--- src/rtl/finger_key_locator_pkg.sv ---
// Shared definitions for the finger_key_locator block: FSM encoding, coordinate
// width and the default camera geometry used by the capture and yuv2rgb stages.
package finger_key_locator_pkg;

  localparam int COORD_W = 11;

  localparam int DEFAULT_IMG_W = 640;
  localparam int DEFAULT_IMG_H = 480;

  typedef enum logic [1:0] {
    ST_WAIT_FRAME = 2'd0,
    ST_ACCUM      = 2'd1,
    ST_EVAL       = 2'd2
  } state_t;

endpackage

--- src/rtl/finger_key_locator_key_debouncer.sv ---
// One key's debounce: the stable bit flips only after DEBOUNCE consecutive
// evaluated frames disagree with it; any agreeing frame restarts the count.
module finger_key_locator_key_debouncer #(
  parameter int DEBOUNCE = 2
) (
  input  logic clk,
  input  logic rst,
  input  logic eval_en,
  input  logic hit,
  output logic key_bit
);

  localparam int DEB_W = $clog2(DEBOUNCE + 1);
  localparam logic [DEB_W-1:0] DEB_LAST = DEB_W'(DEBOUNCE - 1);

  logic [DEB_W-1:0] deb;

  always_ff @(posedge clk or posedge rst) begin
    if (rst) begin
      deb     <= '0;
      key_bit <= 1'b0;
    end else if (eval_en) begin
      if (hit == key_bit) begin
        deb <= '0;
      end else if (deb == DEB_LAST) begin
        key_bit <= ~key_bit;
        deb     <= '0;
      end else begin
        deb <= deb + 1'b1;
      end
    end
  end

endmodule

--- src/rtl/finger_key_locator.sv ---
// Counts finger pixels per key zone inside a row band, snapshots the counts at
// each frame boundary, then thresholds and debounces them into key_mask.
module finger_key_locator
  import finger_key_locator_pkg::*;
#(
  parameter int IMG_W        = DEFAULT_IMG_W,
  parameter int NUM_KEYS     = 16,
  parameter int KEY_W        = 40,
  parameter int ROW_LO       = 200,
  parameter int ROW_HI       = 279,
  parameter int CNT_W        = 12,
  parameter int PRESS_THRESH = 64,
  parameter int DEBOUNCE     = 2
) (
  input  logic                clk,
  input  logic                rst,
  input  logic                frame_start,
  input  logic                pix_valid,
  input  logic                line_end,
  input  logic                is_finger,
  output logic [NUM_KEYS-1:0] key_mask,
  output logic                mask_valid,
  output logic [31:0]         debug_out
);

  localparam int ZONE_W = $clog2(NUM_KEYS + 1);
  localparam int KW_W   = $clog2(KEY_W + 1);
  localparam int MW     = (NUM_KEYS < 16) ? NUM_KEYS : 16;

  localparam logic [COORD_W-1:0] X_MAX        = COORD_W'(IMG_W);
  localparam logic [COORD_W-1:0] Y_LO         = COORD_W'(ROW_LO);
  localparam logic [COORD_W-1:0] Y_HI         = COORD_W'(ROW_HI);
  localparam logic [ZONE_W-1:0]  ZONE_END     = ZONE_W'(NUM_KEYS);
  localparam logic [KW_W-1:0]    IN_ZONE_LAST = KW_W'(KEY_W - 1);
  localparam logic [CNT_W-1:0]   THRESH       = CNT_W'(PRESS_THRESH);

  state_t             state;
  logic [COORD_W-1:0] x;
  logic [COORD_W-1:0] y;
  logic [ZONE_W-1:0]  zone;
  logic [KW_W-1:0]    in_zone;
  logic [CNT_W-1:0]   cnt  [NUM_KEYS];
  logic [CNT_W-1:0]   snap [NUM_KEYS];
  logic [15:0]        frame_cnt;

  logic               count_en;
  logic               eval_en;
  logic [NUM_KEYS-1:0] hit;

  // pix_valid is a pure qualifier: the upstream stage never stalls and this
  // block has no ready, so every pix_valid cycle is exactly one pixel.
  // zone == ZONE_END means x has moved past the last key zone.
  assign count_en = pix_valid && is_finger && (zone != ZONE_END) &&
                    (y >= Y_LO) && (y <= Y_HI);
  assign eval_en  = (state == ST_EVAL);

  always_ff @(posedge clk or posedge rst) begin
    if (rst) begin
      state      <= ST_WAIT_FRAME;
      x          <= '0;
      y          <= '0;
      zone       <= '0;
      in_zone    <= '0;
      frame_cnt  <= '0;
      mask_valid <= 1'b0;
      for (int k = 0; k < NUM_KEYS; k++) begin
        cnt[k]  <= '0;
        snap[k] <= '0;
      end
    end else begin
      mask_valid <= 1'b0;
      if (state == ST_EVAL) begin
        mask_valid <= 1'b1;
        frame_cnt  <= frame_cnt + 1'b1;
      end

      if (frame_start) begin
        // A pixel arriving with frame_start belongs to neither frame.
        x       <= '0;
        y       <= '0;
        zone    <= '0;
        in_zone <= '0;
        for (int k = 0; k < NUM_KEYS; k++) begin
          cnt[k] <= '0;
        end
        if (state == ST_WAIT_FRAME) begin
          state <= ST_ACCUM;
        end else begin
          for (int k = 0; k < NUM_KEYS; k++) begin
            snap[k] <= cnt[k];
          end
          state <= ST_EVAL;
        end
      end else if (state != ST_WAIT_FRAME) begin
        if (state == ST_EVAL) begin
          state <= ST_ACCUM;
        end

        for (int k = 0; k < NUM_KEYS; k++) begin
          if (count_en && (zone == ZONE_W'(k)) && (cnt[k] != '1)) begin
            cnt[k] <= cnt[k] + 1'b1;
          end
        end

        // line_end wins over the x advance so a same-cycle pixel is counted
        // at its own x and the next line still starts at x=0.
        if (line_end) begin
          x       <= '0;
          zone    <= '0;
          in_zone <= '0;
          if (y != '1) begin
            y <= y + 1'b1;
          end
        end else if (pix_valid && (x != X_MAX)) begin
          x <= x + 1'b1;
          if (zone != ZONE_END) begin
            if (in_zone == IN_ZONE_LAST) begin
              in_zone <= '0;
              zone    <= zone + 1'b1;
            end else begin
              in_zone <= in_zone + 1'b1;
            end
          end
        end
      end
    end
  end

  for (genvar k = 0; k < NUM_KEYS; k++) begin : g_key
    assign hit[k] = (snap[k] >= THRESH);

    finger_key_locator_key_debouncer #(
      .DEBOUNCE (DEBOUNCE)
    ) u_deb (
      .clk     (clk),
      .rst     (rst),
      .eval_en (eval_en),
      .hit     (hit[k]),
      .key_bit (key_mask[k])
    );
  end

  assign debug_out = {frame_cnt, 16'(key_mask[MW-1:0])};

endmodule
--- config.mk ---
export PLATFORM = sky130hd
export DESIGN_NAME = finger_key_locator
export DESIGN_NICKNAME = d
export VERILOG_FILES = /design/src/rtl/finger_key_locator_pkg.sv /design/src/rtl/finger_key_locator_key_debouncer.sv /design/src/rtl/finger_key_locator.sv
export SDC_FILE = /design/constraint.sdc
export NUM_CORES = 1
export LEC_CHECK = 0
export CORE_ASPECT_RATIO = 1.4
export CORE_MARGIN = 1.5
export CORE_UTILIZATION = 64
export CTS_BUF_LIST = sky130_fd_sc_hd__clkbuf_8
export CTS_CLUSTER_DIAMETER = 60
export DETAILED_ROUTE_END_ITERATION = 12
export GPL_TIMING_DRIVEN = 0
export PLACE_DENSITY_LB_ADDON = 0.05
export SYNTH_ARGS = -nofsm -noshare
export SYNTH_HDL_FRONTEND = slang
export SYNTH_SLANG_ARGS = --single-unit
--- constraint.sdc ---
create_clock -name clk -period 17.1 [get_ports clk]
set_input_delay 3.42 -clock clk [delete_from_list [all_inputs] [get_ports clk]]
set_output_delay 3.42 -clock clk [all_outputs]
set_load 0.02 [all_outputs]
==> run_results.csv <==
group,metric,value,unit
pwr,power.density,89.1,mW/mm²
worst_setup_path,path_cells,"clkbuf_1 -> clkbuf_1 -> clkbuf_1 -> clkbuf_1 -> clkbuf_1 -> a21oi_1",
worst_setup_path,crit_path_end_kind,"register",
worst_setup_path,reg2reg_depth,10,
clock_tree,clkTransAtPathRegs,0.06,ns
worst_setup_path,critPathMaxFanout,10,
floorplan,rows,76,
worst_setup_path,arrival,6.56,ns
worst_setup_path,crit_buf_inv,5,
floorplan,fp.dieW,152,µm
placed_design,dpl_cell_area,0.0211,mm²
worst_setup_path,path_class,"in -> reg",
worst_setup_path,crit_top_cell,"clkbuf_1",
floorplan,die_y,212,µm
worst_setup_path,crit_slowest_cell,"clkbuf_1",
worst_setup_path,path_depth,6,
sta,tightest_slew,1.12,ns
final_layout,fillCellCount,2280,
worst_setup_path,worstPathRequired,17.56,ns
route,drtAntennaViolNets,0,
clock_tree,clock_sinks,388,
flow_run,maxCapViolCount,0,
route,wl,52000,µm
clock_tree,cts_buffer_depth,3,
yosys,yosysUniqueCellTypes,62,
sta,period_needed,6.10,ns
global_routing,grt_pass1_vias,16400,
sta,clock_skew,0.0374,ns
worst_setup_path,critPathLaunchType,"input port",
sta,final_hold_viol_count,0,
sta,slew_headroom,25.6,%
route,wl_per_cell,20.3,µm
yosys,synthCells,2007,
yosys,ys.flop_type,"dfrtp_1",
worst_setup_path,worst_path_largest_cell_delay,0.78,ns
global_routing,antenna_found_initial,0,
final_layout,final_nets,2157,
global_routing,grt_pass1_wl,83700,µm
clock_tree,clk_latency,0.65,ns
floorplan,core,0.0307,mm²
clock_tree,root_buffer,"clkbuf_8",
clock_tree,cts_tree,"built",
sta,setup_violations,0,
placed_design,port_buffers,53,
final_layout,finalInstanceArea,0.0223,mm²
pwr,vdd_drop_max,60.3,µV
sta,rsz0062_at_grt,"no",
floorplan,start_util,65.0,%
route,drt-initial-drc-count,1343,
clock_tree,cts_resized,0,
final_layout,antenna_cells,0,
min_path,hold_path_class,"reg -> reg",
sta,clock.fmax,164,MHz
yosys,synth_warnings,0,
yosys,syn_nets,2040,
route,vias_per_cell,6.55,
min_path,min_path_cells,1,
placed_design,detailed_place_hpwl,35500,µm
placed_design,gp_congestion,0.887,
status,outcome,"finished, final reports clean",
global_routing,grt-ovfl-total,0,
yosys,synth_area,0.0200,mm²
yosys,synth-edff-count,0,
final_layout,final_common_cell,"dfrtp_1",
clock_tree,post_cts_buffers,0,
clock_tree,cts_buffers,59,
final_layout,area_growth,11.7,%
pwr,leakagePower,9.38,nW
route,drt_pass1_iterations,7,
yosys,async_flop_share,100,%
route,vias,16700,
final_layout,drive_gt1_share,13.4,%
yosys,ys_ff_latch,388,
yosys,ys_seq_area_share,48.6,%
final_layout,most-common-layout-cells,"388 x dfrtp_1, 152 x a21oi_1, 129 x nand2_1",
global_routing,grt_start_max_net_pins,123,
yosys,post_synth.cell_area_avg,9.94,µm²
global_routing,grt.total_usage,32.3,%
worst_setup_path,crit_family,"buffers and inverters",
floorplan,pin_count,55,
clock_tree,ctsHtreeMaxLevel,2,
sta,timing.final.crit_share,35.7,%
sta,finalMaxSlewViolations,0,
route,drc,0,
clock_tree,cts_hold_buffers,0,
floorplan,die_area,0.0323,mm²
final_layout,post-route-util,72.6,%
==> routing by layer <==
layer,vias to the layer above,wire [µm],GRT usage (%)
met3,180,3340,4.63
li1,7680,-,-
met2,674,25700,56.5
met5,-,0,0
met4,0,2580,16.0
met1,8200,20400,39.3
==> worst register-to-register path: stages (launching register included) <==
cell and delay [ns]:
dfrtp_1 0.44, inv_1 0.11, ha_1 0.16, nor4bb_1 0.78
nor3_2 0.22, nand4_4 0.21, buf_6 0.16, buf_2 0.33
buf_2 0.44, nor3_1 0.12, o21a_1 0.19
==> cells by family after synthesis <==
kind of cell / share of synthesized area, %
AO/OA/AOI/OAI: 12.7
XOR/XNOR: 2.15
adder cells (fa/ha/maj): 1.74
buffers and inverters: 4.80
flip-flops: 48.6
multiplexers: 7.31
AND/OR/NAND/NOR: 22.6
==> area by class of cell <==
class / count / area [µm²] / area share [%]
Timing Repair Buffer: 56 / 613 / 2.75
Clock buffer: 79 / 1090 / 4.88
Buffer: 159 / 785 / 3.52
Inverter: 46 / 180 / 0.808
Tap cell: 390 / 488 / 2.19
Clock inverter: 24 / 131 / 0.589
Sequential cell: 388 / 9710 / 43.6
Multi-Input combinational cell: 1414 / 9290 / 41.7
==> final timing paths <==
path / start / end / slack (ns)
worst max-delay path: frame_start / cnt[83] / 11.00
worst min-delay path: g_key[13].u_deb.deb[1] / g_key[13].u_deb.deb[1] / 0.49
worst max register to register: zone[0] / cnt[118] / 13.84
worst min register to register: g_key[13].u_deb.deb[1] / g_key[13].u_deb.deb[1] / 0.49
max in group asynchronous: rst / cnt[91] / 11.97
min in group asynchronous: rst / cnt[164] / 3.21
==> synth_stat cells (30+ instances only) <==
cell      number  area [µm²]
and2_1        30         188
clkbuf_1      89         334
nor4_1        41         257
nand4_1       60         375
or4_1        112         841
nand2_1      129         484
o31ai_1      114         856
nor2b_1       31         194
nor3_1        47         235
inv_1         46         173
nand3_1      110         551
nor2_1       101         379
mux2_2       116        1310
o21ai_0       75         375
buf_4         37         278
a21oi_1      152         761
xnor2_1       34         298
or3_1         36         225
dfrtp_1      388        9710
==> sequential cells by signal, indices dropped and copies added, names as in the netlist <==
register             count
cnt                    192
snap                    96
g_key.u_deb.deb         32
frame_cnt               16
g_key.u_deb.key_bit     16
x                       11
y                       11
in_zone                  6
zone                     5
state                    2
mask_valid               1
==> power breakdown <==
group,internal (W),switching (W)
Combinational,0.0000693,0.000177
Sequential,0.000932,0.0000162
Clock,0.000424,0.000366
==> per-stage QoR <==
stage / hold WS [ns] / cells / TNS (ns) / power, W / setup WS, ns
floorplan: 0.445 / 2007 / 0 / 0.00111 / 2.90
global placement: 0.457 / 2450 / -587.33 / 0.00120 / -1.57
detailed placement: 0.474 / 2453 / 0 / 0.00121 / 10.44
CTS: 0.486 / 2556 / 0 / 0.00200 / 11.10
global route: 0.499 / 2556 / 0 / 0.00205 / 10.93
finish: 0.491 / 2556 / 0 / 0.00198 / 11.00
No activity file was read; power rests on OpenSTA's default activity.
